===== src/rtl/blink_seq_pkg.sv =====
// Shared types and helpers for the LED blink sequencer.
package blink_seq_pkg;

    // FSM encoding; S_BAD is never entered and recovers to S_IDLE.
    typedef enum logic [1:0] {
        S_IDLE  = 2'b00,
        S_RUN   = 2'b01,
        S_PAUSE = 2'b10,
        S_BAD   = 2'b11
    } state_e;

    // Mod-4 step of the tap select: dir=0 counts up, dir=1 counts down.
    function automatic logic [1:0] sel_next(input logic [1:0] sel, input logic dir);
        return dir ? (sel - 2'd1) : (sel + 2'd1);
    endfunction

endpackage


===== src/rtl/seq_dwell_counter.sv =====
// Counts counter wraps; done pulses together with the DWELL-th tick.
module seq_dwell_counter #(
    parameter int unsigned DWELL = 4
) (
    input  logic sysclk,
    input  logic reset,
    input  logic clr,
    input  logic tick,
    output logic done
);

    localparam int unsigned CW = (DWELL > 1) ? $clog2(DWELL) : 1;
    localparam logic [CW-1:0] LAST = CW'(DWELL - 1);

    logic [CW-1:0] dwell_cnt_q, dwell_cnt_d;

    assign done = tick && (dwell_cnt_q == LAST);

    // Next dwell count: clear wins, otherwise roll over on the final tick.
    always_comb begin
        dwell_cnt_d = dwell_cnt_q;
        if (clr) begin
            dwell_cnt_d = '0;
        end else if (tick) begin
            dwell_cnt_d = done ? '0 : dwell_cnt_q + CW'(1);
        end
    end

    // Dwell count register.
    always_ff @(posedge sysclk) begin
        if (reset) begin
            dwell_cnt_q <= '0;
        end else begin
            dwell_cnt_q <= dwell_cnt_d;
        end
    end

endmodule


===== src/rtl/blink_sequencer.sv =====
// Sequences the external LED counter and walks the 2-bit LED tap select.
module blink_sequencer
    import blink_seq_pkg::*;
#(
    parameter int unsigned WIDTH = 8,
    parameter int unsigned DWELL = 4
) (
    input  logic             sysclk,
    input  logic             reset,
    input  logic             start,
    input  logic             hold,
    input  logic             stop,
    input  logic             step,
    input  logic             dir,
    input  logic [WIDTH-1:0] count,
    output logic             count_en,
    output logic             count_clr,
    output logic [1:0]       sel,
    output logic             led,
    output logic             adv,
    output logic [1:0]       state
);

    state_e     state_q, state_d;
    logic [1:0] sel_q, sel_d;
    logic       adv_q, adv_d;
    logic       wrap;
    logic       dwell_tick;
    logic       dwell_clr;
    logic       dwell_done;
    logic [3:0] taps;

    assign wrap = (count == {WIDTH{1'b1}});

    seq_dwell_counter #(
        .DWELL (DWELL)
    ) u_dwell (
        .sysclk (sysclk),
        .reset  (reset),
        .clr    (dwell_clr),
        .tick   (dwell_tick),
        .done   (dwell_done)
    );

    // Next state, select and advance pulse; stop > hold > start > step.
    always_comb begin
        state_d    = state_q;
        sel_d      = sel_q;
        adv_d      = 1'b0;
        dwell_tick = 1'b0;
        dwell_clr  = 1'b0;
        case (state_q)
            S_IDLE: begin
                dwell_clr = 1'b1;
                if (start) state_d = S_RUN;
            end
            S_RUN: begin
                if (stop) begin
                    // A wrap coinciding with stop is dropped.
                    state_d   = S_IDLE;
                    dwell_clr = 1'b1;
                end else begin
                    dwell_tick = wrap;
                    if (dwell_done) begin
                        sel_d = sel_next(sel_q, dir);
                        adv_d = 1'b1;
                    end
                    if (hold) state_d = S_PAUSE;
                end
            end
            S_PAUSE: begin
                if (stop) begin
                    state_d   = S_IDLE;
                    dwell_clr = 1'b1;
                end else if (hold) begin
                    state_d = S_PAUSE;
                end else if (start) begin
                    state_d = S_RUN;
                end else if (step) begin
                    sel_d     = sel_next(sel_q, dir);
                    adv_d     = 1'b1;
                    dwell_clr = 1'b1;
                end
            end
            default: begin
                state_d   = S_IDLE;
                dwell_clr = 1'b1;
            end
        endcase
    end

    // State, select and advance-pulse registers.
    always_ff @(posedge sysclk) begin
        if (reset) begin
            state_q <= S_IDLE;
            sel_q   <= 2'd0;
            adv_q   <= 1'b0;
        end else begin
            state_q <= state_d;
            sel_q   <= sel_d;
            adv_q   <= adv_d;
        end
    end

    assign count_en  = (state_q == S_RUN);
    assign count_clr = (state_q == S_IDLE);
    assign sel       = sel_q;
    assign adv       = adv_q;
    assign state     = state_q;

    // Top four counter bits are the selectable LED taps.
    assign taps = count[WIDTH-1 -: 4];
    assign led  = taps[sel_q];

endmodule


===== config.mk =====
export PLATFORM = sky130hd
export DESIGN_NAME = blink_sequencer
export DESIGN_NICKNAME = d
export VERILOG_FILES = /design/src/rtl/blink_seq_pkg.sv /design/src/rtl/seq_dwell_counter.sv /design/src/rtl/blink_sequencer.sv
export SDC_FILE = /design/constraint.sdc
export NUM_CORES = 1
export LEC_CHECK = 0
export BUFFER_PORTS_ARGS = -buffer_cell sky130_fd_sc_hd__buf_2
export CAP_MARGIN = 20
export CORE_UTILIZATION = 25
export CTS_BUF_LIST = sky130_fd_sc_hd__clkbuf_4
export CTS_CLUSTER_SIZE = 25
export DETAILED_ROUTE_END_ITERATION = 16
export GPL_ROUTABILITY_DRIVEN = 0
export GPL_TIMING_DRIVEN = 0
export SYNTH_ARGS = -nofsm -noshare
export SYNTH_HDL_FRONTEND = slang
export SYNTH_SLANG_ARGS = --single-unit

===== constraint.sdc =====
create_clock -name sysclk -period 2.2 [get_ports sysclk]
set_clock_uncertainty 0.1 [all_clocks]
set_input_delay 0.66 -clock sysclk [delete_from_list [all_inputs] [get_ports sysclk]]
set_output_delay 0.66 -clock sysclk [all_outputs]
set_load 0.03 [all_outputs]

# Word-level counts from Yosys, hierarchy flattened
# Index checks and enable logic that the tools add are counted.
dict set report word_totals {
  ff_bits 7
  in_bits 15
  wordCells 53
}
dict set report classes {
  n_addsub 3
  n_lt_le_gt_ge 1
  eq_ne 11
  n_mux 29
  n_reduce_logical 5
}
# cell n
set ops {}
lappend ops {{$mux 2} 13}
lappend ops {{$mux 1} 11}
lappend ops {{$ne 2x2->1 const B} 5}
lappend ops {{$eq 8x8->1 const B} 1}
lappend ops {{$reduce_and 7->1} 1}
lappend ops {{$pmux 2 s3} 1}
lappend ops {{$add 2x1->2 const B} 2}
lappend ops {{$eq 2x2->1 const B} 2}
lappend ops {{$pmux 1 s2} 2}
lappend ops {{$pmux 2 s2} 1}
lappend ops {{$lt 2x3->1 const B} 1}
lappend ops {{$ne 3x3->1 const B} 1}
lappend ops {{$bmux 1 s2} 1}
lappend ops {{$eq 2x1->1 const B} 1}
lappend ops {{$logic_not 2->1} 1}
lappend ops {{$ne 2x1->1 const B} 1}
lappend ops {{$reduce_bool 2->1} 1}
lappend ops {{$reduce_or 2->1} 1}
lappend ops {{$sub 2x1->2 const B} 1}
lappend ops {{$logic_and 1x1->1} 1}

# Depth between registers and ports, before layout
# Gate-level depths: netlist of run 1.
dict set report depth {
  word_depth 7
  depth_mapped 6
}

# Cells and area by module
# Synthesis of run 1 repeated with hierarchy kept, for this count alone.
dict set report hier_totals {
  hier_cells 55
  hier_area_um2 506.7
}
# mod n_inst cells_each area_each_um2 seq_area_each_um2
set by_module_without_submodules {}
lappend by_module_without_submodules {blink_sequencer 1 46 405.4 100.1}
lappend by_module_without_submodules {seq_dwell_counter 1 9 101.3 40.0}

# Least setup slack after synthesis of run 1
# Ideal clock, no wire load.
dict set report synth_timing {
  path_kind {reg-to-reg}
  startpoint {register state_q[0], in the netlist state[0]}
  endpoint {register sel_q[1], in the netlist sel[1]}
  setup_time_ns 0.070
  arrival_time_ns 2.019
  setup_slack_ns 0.012
  stages_incl_launch_ff 6
  path_buffers 0
  cell_sequence {dfxtp_1 > ha_1 > and2b_2 > a41oi_2 > or4_1 > a21oi_1}
}
dict set report synth_between {
  elab_chain_len 5
  elab_cells_between_ends 13
}
# element line
set synth_lines {}
lappend synth_lines {{start: declaration} blink_sequencer.sv:24} ;# state_e state_q, state_d;
lappend synth_lines {{start signal: assignment} blink_sequencer.sv:99} ;# state_q <= state_d;
lappend synth_lines {{$eq 2x1->1 *} --}
lappend synth_lines {{via count_en} blink_sequencer.sv:16} ;# output logic count_en,
lappend synth_lines {{$mux 1} blink_sequencer.sv:52} ;# case (state_q)
lappend synth_lines {{$logic_and 1x1->1} seq_dwell_counter.sv:17} ;# assign done = tick && (dwell_cnt_q == LAST);
lappend synth_lines {{$ne 2x1->1 (no source line)} --}
lappend synth_lines {{$reduce_and 7->1 (no source line)} --}
lappend synth_lines {{end signal: assignment} blink_sequencer.sv:100} ;# sel_q <= sel_d;
lappend synth_lines {{end: declaration} blink_sequencer.sv:25} ;# logic [1:0] sel_q, sel_d;
# The timed path passes the listed nets; every way through them passes the cells marked *.
# A chain may end at the register's enable or synchronous reset.

# Worst setup path after layout of run 1
dict set report layout_timing {
  startpoint {input count[7]}
  endpoint {output led}
}
dict set report layout_between {
  elab_chain_len 2
}
# element line
set layout_lines {}
lappend layout_lines {{start: declaration} blink_sequencer.sv:15} ;# input logic [WIDTH-1:0] count,
lappend layout_lines {{$bmux 1 s2} blink_sequencer.sv:113} ;# assign led = taps[sel_q];
lappend layout_lines {{$mux 1 (not written as such)} blink_sequencer.sv:113}
lappend layout_lines {{end: declaration} blink_sequencer.sv:19} ;# output logic led,
# No other way between the ends. The select of a mux whose other input is x is not followed.

==> impl_metrics.py, run 1 <==
metrics = {
    "yosys": {
        "yosysTopAreaCell": "dfxtp_1",
        "async_flop_share_pct": 0,
        "netlist_area_um2": 506.7,
        "synth_edf_count": 0,
        "ys_seq_area_share_pct": 27.65,
        "synthAdderAreaFrac_pct": 12.35,
        "synth_fp_nets": 78,
        "synth_top_flop_cell": "dfxtp_1",
        "synth_top_family_by_area": "simple AND/OR/NAND/NOR gates",
        "synthMuxAreaShare_pct": 6.420,
        "ys_top_cells_by_count": "a21oi_1, dfxtp_1, ha_1, inv_1, o21ai_0",
        "synthSimpleGateAreaFrac_pct": 25.68,
        "synth_top_area_share_pct": 27.65,
        "avgSynthCellArea_um2": 8.737,
        "yosys.area_share.xor_xnor_pct": 1.728,
        "syn-instance-count": 58,
        "ys_seq_elements": 7,
        "ys_warn_count": 0,
        "ys_top_cells_by_area": "dfxtp_1, ha_1, a21oi_1, o21ai_0, mux4_2",
        "synth-compound-area-share_pct": 22.47,
        "ys_types": 28,
    },
    "sta": {
        "hold_viol": 0,
        "fin_crit_ns": 2.150,
        "slew-limit-headroom_pct": 83.23,
        "max_slew.worst_pin.slew_ns": 0.2490,
        "rsz0062_at_grt": "false",
        "setup_viol": 0,
        "slew_viol_final": 0,
        "fin_setup_tns_ns": 0,
        "fin_hold_ws_ns": 0.3688,
        "layout_worst_path_cycle_share_pct": 97.74,
        "max_freq_mhz": 465.1,
    },
    "pwr": {
        "p_per_area_nw_per_um2": 514.4,
        "ir_worst_vdd_mv": 0.3184,
        "leakage_nw": 0.2998,
    },
    "cts": {
        "numCtsBuffers": 3,
        "cts_setup_buffers": 0,
        "cts_buffer_depth": 2,
        "cts_root_buffer": "clkbuf_4",
        "ctsHoldBuffers": 0,
        "clkTransAtPathRegs_ns": 0.05,
        "clock_latency_ns": 0.25,
        "cts_tree": "yes",
        "post_cts_resized": 0,
        "cts_sinks": 7,
        "h-tree-depth": 1,
    },
    "setup_path": {
        "crit_type": "in -> out",
        "critical-path-max-stage-delay_ns": 0.44,
        "worstPathCellList": "buf_2 > mux4_2 > buf_2",
        "cp-start-kind": "input pin",
        "arrival_ns": 1.39,
        "r2r_slack_ns": 0.30,
        "worstPathRequired_ns": 1.44,
        "worstPathMaxFanout": 2,
        "slowest_stage": "mux4_2",
        "cp_common_cell": "buf_2",
        "critPathCaptureType": "output pin",
    },
    "final_layout": {
        "syn_to_final_growth_pct": 33.83,
        "drive_gt1_share_pct": 36.90,
        "nets": 105,
        "n_antenna_cell": 0,
    },
    "floorplanning": {
        "rows": 15,
        "die_area_um2": 2211,
        "coreArea_um2": 1821,
        "io_pins": 23,
        "die_w_um": 47.02,
        "die_y_um": 47.02,
        "start_util_pct": 27.84,
    },
    "global_routing": {
        "grt_usage_pct": 12.49,
        "grt_first_pass_wirelength_um": 1959,
        "antenna_found_initial": 0,
        "grt_pass1_vias": 475,
        "gr-total-overflow": 0,
        "grt_max_degree": 8,
    },
    "drt": {
        "drtAntennaViolNets": 0,
        "post-route-drc-count": 0,
        "wl_per_cell_um": 9.826,
        "num_vias": 507,
        "drt_pass1_iterations": 4,
        "finalWirelength_um": 1071,
        "drt_iter0_drc": 11,
        "vias_per_cell": 4.651,
    },
    "place": {
        "hpwl_um": 921.1,
        "portBuffers": 22,
    },
    "min_path": {
        "min_path_type": "reg -> reg",
    },
    "status": {
        "outcome": "completed",
    },
    "flow_run": {
        "maxCapViolations": 0,
    },
}
[logic make-up (layout without fill, tap and decap cells)]
logic type | after synthesis | after routing
simple gates | 20 | 20
compound gates | 18 | 18
flops | 7 | 7
fa+ha+maj | 5 | 5
buf+inv | 5 | 31
mux | 2 | 2
xor+xnor | 1 | 1
[registers in the layout, indices dropped and copies added (netlist names)]
register and count:
u_dwell.dwell_cnt_q 2, state 2, adv 1, sel 2
[critical path, delay by kind of cell]
kind                   cells  cell delay [ns]
multiplexers               1             0.44
buffers and inverters      2             0.29
[layout by cell type, fill, tap and decap left out, types with 2 or more instances in the layout]
cell / instances
or3_1: 2
a21oi_1: 7
nor2_1: 2
o21ai_0: 5
buf_2: 22
clkbuf_4: 4
inv_1: 5
dfxtp_1: 7
nor2b_1: 3
ha_1: 5
nand2_1: 2
and4_1: 2
[cell type report]
cell class	count	area, um^2
fill	199	1142
sequential	7	140.1
inverter	5	18.77
tap	25	31.28
clock buffer	4	30.03
multi-input combinational	46	347.8
timing repair buffer	22	110.1
[path summary, 6_finish.rpt]
kind	startpoint	to	cells after the start
max	count[7]	led	3
min reg2reg	u_dwell.dwell_cnt_q[0]$_SDFFE_PP0P_	u_dwell.dwell_cnt_q[0]$_SDFFE_PP0P_	2
max reg2reg	state[1]$_SDFFE_PP0P_	sel[1]$_SDFFE_PP0P_	6
min	u_dwell.dwell_cnt_q[0]$_SDFFE_PP0P_	u_dwell.dwell_cnt_q[0]$_SDFFE_PP0P_	2
[per-layer routing]
metal / up-vias / share of wire, % / track usage [%]
li1: 264 / - / -
met1: 231 / 46 / 16.51
met2: 12 / 47 / 18.89
met3: 0 / 6.1 / 6.154
met4: 0 / 0 / 1.714
met5: - / 0 / 0
[through the flow]
step	worst slack (ns)	cell area (um^2)	power (mW)	util, %	std cells
6_report	0.04974	678.2	0.3489	37.25	109
5_1_grt	0.02373	678.2	0.3704	37.25	109
4_1_cts	0.04624	678.2	0.3551	37.25	109
3_5_place_dp	0.04624	648.1	0.2222	35.60	105
3_3_place_gp	0.05050	648.1	0.2212	35.60	105
2_1_floorplan	0.01173	506.7	0.1923	-	58
[where the power goes]
part | leakage [nW] | internal (mW) | total [mW] | switching (mW)
logic | 0.225 | 0.0344 | 0.0842 | 0.0497
clock network | 0.0184 | 0.0816 | 0.130 | 0.0482
registers | 0.0567 | 0.131 | 0.135 | 0.00441
(Power assumes the default switching activity.)
==> inputs of run 2 (changes only) <==
--- a/config.mk
+++ b/config.mk
@@ -15,2 +15,3 @@
 export GPL_TIMING_DRIVEN = 0
+export RECOVER_POWER = 25
 export SYNTH_ARGS = -nofsm -noshare
==> constraint.sdc (replaced) <==
create_clock -name sysclk -period 2.3 [get_ports sysclk]
set_clock_uncertainty 0.1 [all_clocks]
set_input_delay 0.69 -clock sysclk [delete_from_list [all_inputs] [get_ports sysclk]]
set_output_delay 0.69 -clock sysclk [all_outputs]
set_load 0.01 [all_outputs]
==> impl_metrics.py, run 2 (synthesized netlist as in run 1, its figures left out) <==
metrics = {
    "floorplanning": {
        "start_util_pct": 27.84,
        "rows": 15,
        "io_pins": 23,
        "die_area_um2": 2211,
        "coreArea_um2": 1821,
        "die_y_um": 47.02,
        "die_w_um": 47.02,
    },
    "pwr": {
        "seq_power_share_pct": 40.4,
        "pwr-share-comb_pct": 20.8,
        "p_per_area_nw_per_um2": 474.1,
        "power.internal_mw": 0.2353,
        "ir_worst_vdd_mv": 0.3042,
        "p_switching_mw": 0.08440,
        "power.clock.fraction_pct": 38.8,
        "power_switching_share_pct": 26.40,
        "leakage_nw": 0.2915,
    },
    "final_layout": {
        "nets": 105,
        "drive_gt1_share_pct": 33.33,
        "syn_to_final_growth_pct": 33.09,
        "layout_common_cells": "buf_2, a21oi_1, dfxtp_1",
        "final_cells": 109,
        "n_antenna_cell": 0,
        "fillers": 200,
        "final_common_cell": "buf_2",
    },
    "global_routing": {
        "grt_first_pass_wirelength_um": 1959,
        "grt_usage_pct": 12.49,
        "grt_pass1_vias": 475,
        "antenna_found_initial": 0,
        "gr-total-overflow": 0,
        "grt_max_degree": 8,
    },
    "setup_path": {
        "r2r-end": "sel[1]$_SDFFE_PP0P_",
        "worstPathRequired_ns": 1.51,
        "crit_type": "in -> out",
        "rr_startpoint": "state[1]$_SDFFE_PP0P_",
        "worstPathMaxFanout": 2,
        "worstRegToRegCells": 6,
        "critPathCaptureType": "output pin",
        "cp-start-kind": "input pin",
        "r2r_slack_ns": 0.37,
        "arrival_ns": 1.38,
    },
    "flow_run": {
        "maxCapViolations": 0,
    },
    "drt": {
        "wl_per_cell_um": 9.835,
        "drt_iter0_drc": 11,
        "post-route-drc-count": 0,
        "num_vias": 507,
        "vias_per_cell": 4.651,
        "drt_pass1_iterations": 4,
        "finalWirelength_um": 1072,
        "drtAntennaViolNets": 0,
    },
    "place": {
        "dp_slack_ns": 0.1246,
        "hpwl_um": 921.1,
        "portBuffers": 22,
        "dp.cells": 105,
    },
    "cts": {
        "cts_root_buffer": "clkbuf_4",
        "cts_buffer_depth": 2,
        "ctsHoldBuffers": 0,
        "cts_sinks": 7,
        "numCtsBuffers": 3,
        "cts_tree": "yes",
        "h-tree-depth": 1,
        "cts_setup_buffers": 0,
        "clock_latency_ns": 0.25,
        "post_cts_resized": 0,
        "clkTransAtPathRegs_ns": 0.05,
    },
    "sta": {
        "max_freq_mhz": 460.5,
        "rsz0062_at_grt": "false",
        "fin_crit_ns": 2.172,
        "slew-limit-headroom_pct": 83.23,
        "fin_hold_ws_ns": 0.3688,
        "hold_viol": 0,
        "setup_ws_ns": 0.1284,
        "slew_viol_final": 0,
        "fin_setup_tns_ns": 0,
        "setup_viol": 0,
        "max_slew.worst_pin.slew_ns": 0.2490,
        "layout_worst_path_cycle_share_pct": 94.42,
    },
    "min_path": {
        "min_path_type": "reg -> reg",
        "min_to": "u_dwell.dwell_cnt_q[0]$_SDFFE_PP0P_",
        "whs_path_depth": 2,
        "min-delay-start": "u_dwell.dwell_cnt_q[0]$_SDFFE_PP0P_",
    },
    "status": {
        "outcome": "completed",
    },
}
run 2: metrics by stage:
stage               power (mW)  area [um^2]  utilization [%]
floorplan               0.1698        506.7                -
global placement        0.1980        648.1            35.60
detailed placement      0.1989        648.1            35.60
CTS                     0.3260        678.2            37.25
global route            0.3403        674.4            37.04
finish                  0.3197        674.4            37.04
run 2: how the worst max path moves through the flow:
stage                  start  end  slack, ns  cells after the start
floorplan           count[7]  led       0.34                      1
global placement    count[7]  led       0.13                      3
detailed placement  count[7]  led       0.12                      3
CTS                 count[7]  led       0.12                      3
global route        count[7]  led       0.10                      3
finish              count[7]  led       0.13                      3
run 2: layer usage:
metal | wire [um] | up-vias | GRT usage (%)
met1 | 499 | 231 | 16.51
met4 | 0 | 0 | 1.714
met2 | 507 | 12 | 18.89
met3 | 65 | 0 | 6.154
met5 | 0 | - | 0
li1 | - | 264 | -
run 2: power groups by stage:
| stage | clock network, mW | registers, mW | logic [mW] |
|---|---|---|---|
| finish | 0.124 | 0.129 | 0.0665 |
| global route | 0.135 | 0.130 | 0.0756 |
| CTS | 0.129 | 0.129 | 0.0674 |
| detailed placement | 0 | 0.132 | 0.0669 |
| global placement | 0 | 0.132 | 0.0664 |
| floorplan | 0 | 0.133 | 0.0372 |
run 2: area by class of cell:
class	count	area (um^2)	share of cell area (%)
multi-input combinational	46	346.6	51.39
inverter	5	18.77	2.783
timing repair buffer	22	107.6	15.96
clock buffer	4	30.03	4.453
sequential	7	140.1	20.78
tap	25	31.28	4.638
run 2: critical path, stage by stage:
cell and delay (ns):
buf_2 0.10, mux4_2 0.44, buf_2 0.15
==> inputs of run 3 (changes only) <==
- CAP_MARGIN: 20 -> not set
- CORE_MARGIN: not set -> 1.5
==> impl_metrics.py, run 3 (synthesized netlist as in run 1, its figures left out) <==
metrics = {
    "place": {
        "dp.cells": 107,
        "portBuffers": 22,
        "hpwl_um": 949.7,
    },
    "setup_path": {
        "startpoint": "count[7]",
        "critical-path-max-stage-delay_ns": 0.45,
        "slowest_stage": "mux4_2",
        "critPathCaptureType": "output pin",
        "worstPathCellList": "buf_2 > mux4_2 > buf_2",
        "rr_startpoint": "state[1]$_SDFFE_PP0P_",
        "cp_common_cell": "buf_2",
        "endpoint": "led",
        "r2r_slack_ns": 0.37,
        "worstPathRequired_ns": 1.51,
        "r2r-end": "sel[1]$_SDFFE_PP0P_",
        "worstPathMaxFanout": 2,
        "worstRegToRegCells": 6,
        "cp-start-kind": "input pin",
        "crit_type": "in -> out",
        "arrival_ns": 1.39,
    },
    "final_layout": {
        "final_common_cell": "buf_2",
        "syn_to_final_growth_pct": 33.58,
        "n_antenna_cell": 0,
        "nets": 105,
        "finish.utilization_pct": 34.86,
        "layout_common_cells": "buf_2, a21oi_1, dfxtp_1",
        "final_cells": 111,
        "drive_gt1_share_pct": 33.33,
    },
    "sta": {
        "slew-limit-headroom_pct": 83.39,
        "max_slew.worst_pin.slew_ns": 0.2465,
        "fin_crit_ns": 2.183,
        "max_freq_mhz": 458.2,
        "hold_viol": 0,
        "fin_setup_tns_ns": 0,
        "layout_worst_path_cycle_share_pct": 94.90,
        "slew_viol_final": 0,
        "setup_viol": 0,
        "rsz0062_at_grt": "false",
    },
    "drt": {
        "drtAntennaViolNets": 0,
        "drt_iter0_drc": 5,
        "num_vias": 512,
        "finalWirelength_um": 1156,
        "vias_per_cell": 4.613,
        "wl_per_cell_um": 10.41,
        "drt_pass1_iterations": 4,
        "post-route-drc-count": 0,
    },
    "global_routing": {
        "gr-total-overflow": 0,
        "grt_usage_pct": 12.48,
        "grt_first_pass_wirelength_um": 2001,
        "grt_pass1_vias": 493,
        "grt_max_degree": 8,
        "antenna_found_initial": 0,
    },
    "cts": {
        "cts_buffer_depth": 2,
        "clkTransAtPathRegs_ns": 0.05,
        "cts_root_buffer": "clkbuf_4",
        "ctsHoldBuffers": 0,
        "numCtsBuffers": 3,
        "cts_sinks": 7,
        "clock_latency_ns": 0.25,
        "post_cts_resized": 0,
        "h-tree-depth": 1,
        "cts_setup_buffers": 0,
        "cts_tree": "yes",
    },
    "floorplanning": {
        "coreArea_um2": 1942,
        "die_y_um": 48.02,
        "rows": 16,
        "die_w_um": 48.02,
        "die_area_um2": 2306,
        "io_pins": 23,
        "start_util_pct": 26.10,
    },
    "pwr": {
        "leakage_nw": 0.2915,
        "p_per_area_nw_per_um2": 472.1,
        "ir_worst_vdd_mv": 0.1749,
    },
    "flow_run": {
        "maxCapViolations": 0,
    },
    "status": {
        "outcome": "completed",
    },
    "min_path": {
        "whs_path_depth": 2,
        "min_path_type": "reg -> reg",
    },
}
run 3: area by class of cell:
class | instances | area [um^2]
clock buffers | 4 | 30.03
flip-flops and latches | 7 | 140.1
inverters | 5 | 18.77
multi-input cells | 46 | 346.6
repair buffers | 22 | 107.6
fillers | 219 | 1265
well taps | 27 | 33.78
run 3: power breakdown:
| part | total (mW) | leakage, nW | switching [mW] | internal, mW |
|---|---|---|---|---|
| Clock | 0.122 | 0.0184 | 0.0445 | 0.0779 |
| Combinational | 0.0679 | 0.216 | 0.0352 | 0.0326 |
| Sequential | 0.129 | 0.0567 | 0.00449 | 0.125 |
| Total | 0.320 | 0.291 | 0.0842 | 0.235 |
run 3: layer usage:
metal | part of all wire (%) | global-route usage [%]
met1 | 48 | 15.81
met2 | 44 | 20.00
met3 | 7.8 | 2.264
met4 | 0.61 | 6.486
met5 | 0 | 0
run 3: critical path, delay by kind of cell:
kind                   cells  cell delay, ns
muxes                      1            0.45
buffers and inverters      2            0.25
run 3: worst min path at each step:
stage                                                endpoint  slack (ns)                                 from
after floorplan           u_dwell.dwell_cnt_q[0]$_SDFFE_PP0P_        0.34  u_dwell.dwell_cnt_q[0]$_SDFFE_PP0P_
after global placement    u_dwell.dwell_cnt_q[0]$_SDFFE_PP0P_        0.36  u_dwell.dwell_cnt_q[0]$_SDFFE_PP0P_
after detailed placement  u_dwell.dwell_cnt_q[0]$_SDFFE_PP0P_        0.37  u_dwell.dwell_cnt_q[0]$_SDFFE_PP0P_
after CTS                 u_dwell.dwell_cnt_q[0]$_SDFFE_PP0P_        0.38  u_dwell.dwell_cnt_q[0]$_SDFFE_PP0P_
after global routing      u_dwell.dwell_cnt_q[0]$_SDFFE_PP0P_        0.41  u_dwell.dwell_cnt_q[0]$_SDFFE_PP0P_
final                     u_dwell.dwell_cnt_q[0]$_SDFFE_PP0P_        0.38  u_dwell.dwell_cnt_q[0]$_SDFFE_PP0P_
run 3: metrics by stage:
stage	hold WS [ns]	setup slack, ns	total power [mW]	area [um^2]
3_5_place_dp	0.3747	0.1133	0.1999	650.6
4_1_cts	0.3826	0.1130	0.3290	680.7
6_report	0.3817	0.1174	0.3195	676.9
3_3_place_gp	0.3566	0.1270	0.1985	650.6
5_1_grt	0.4076	0.07834	0.3508	676.9
2_1_floorplan	0.3448	0.3366	0.1698	506.7
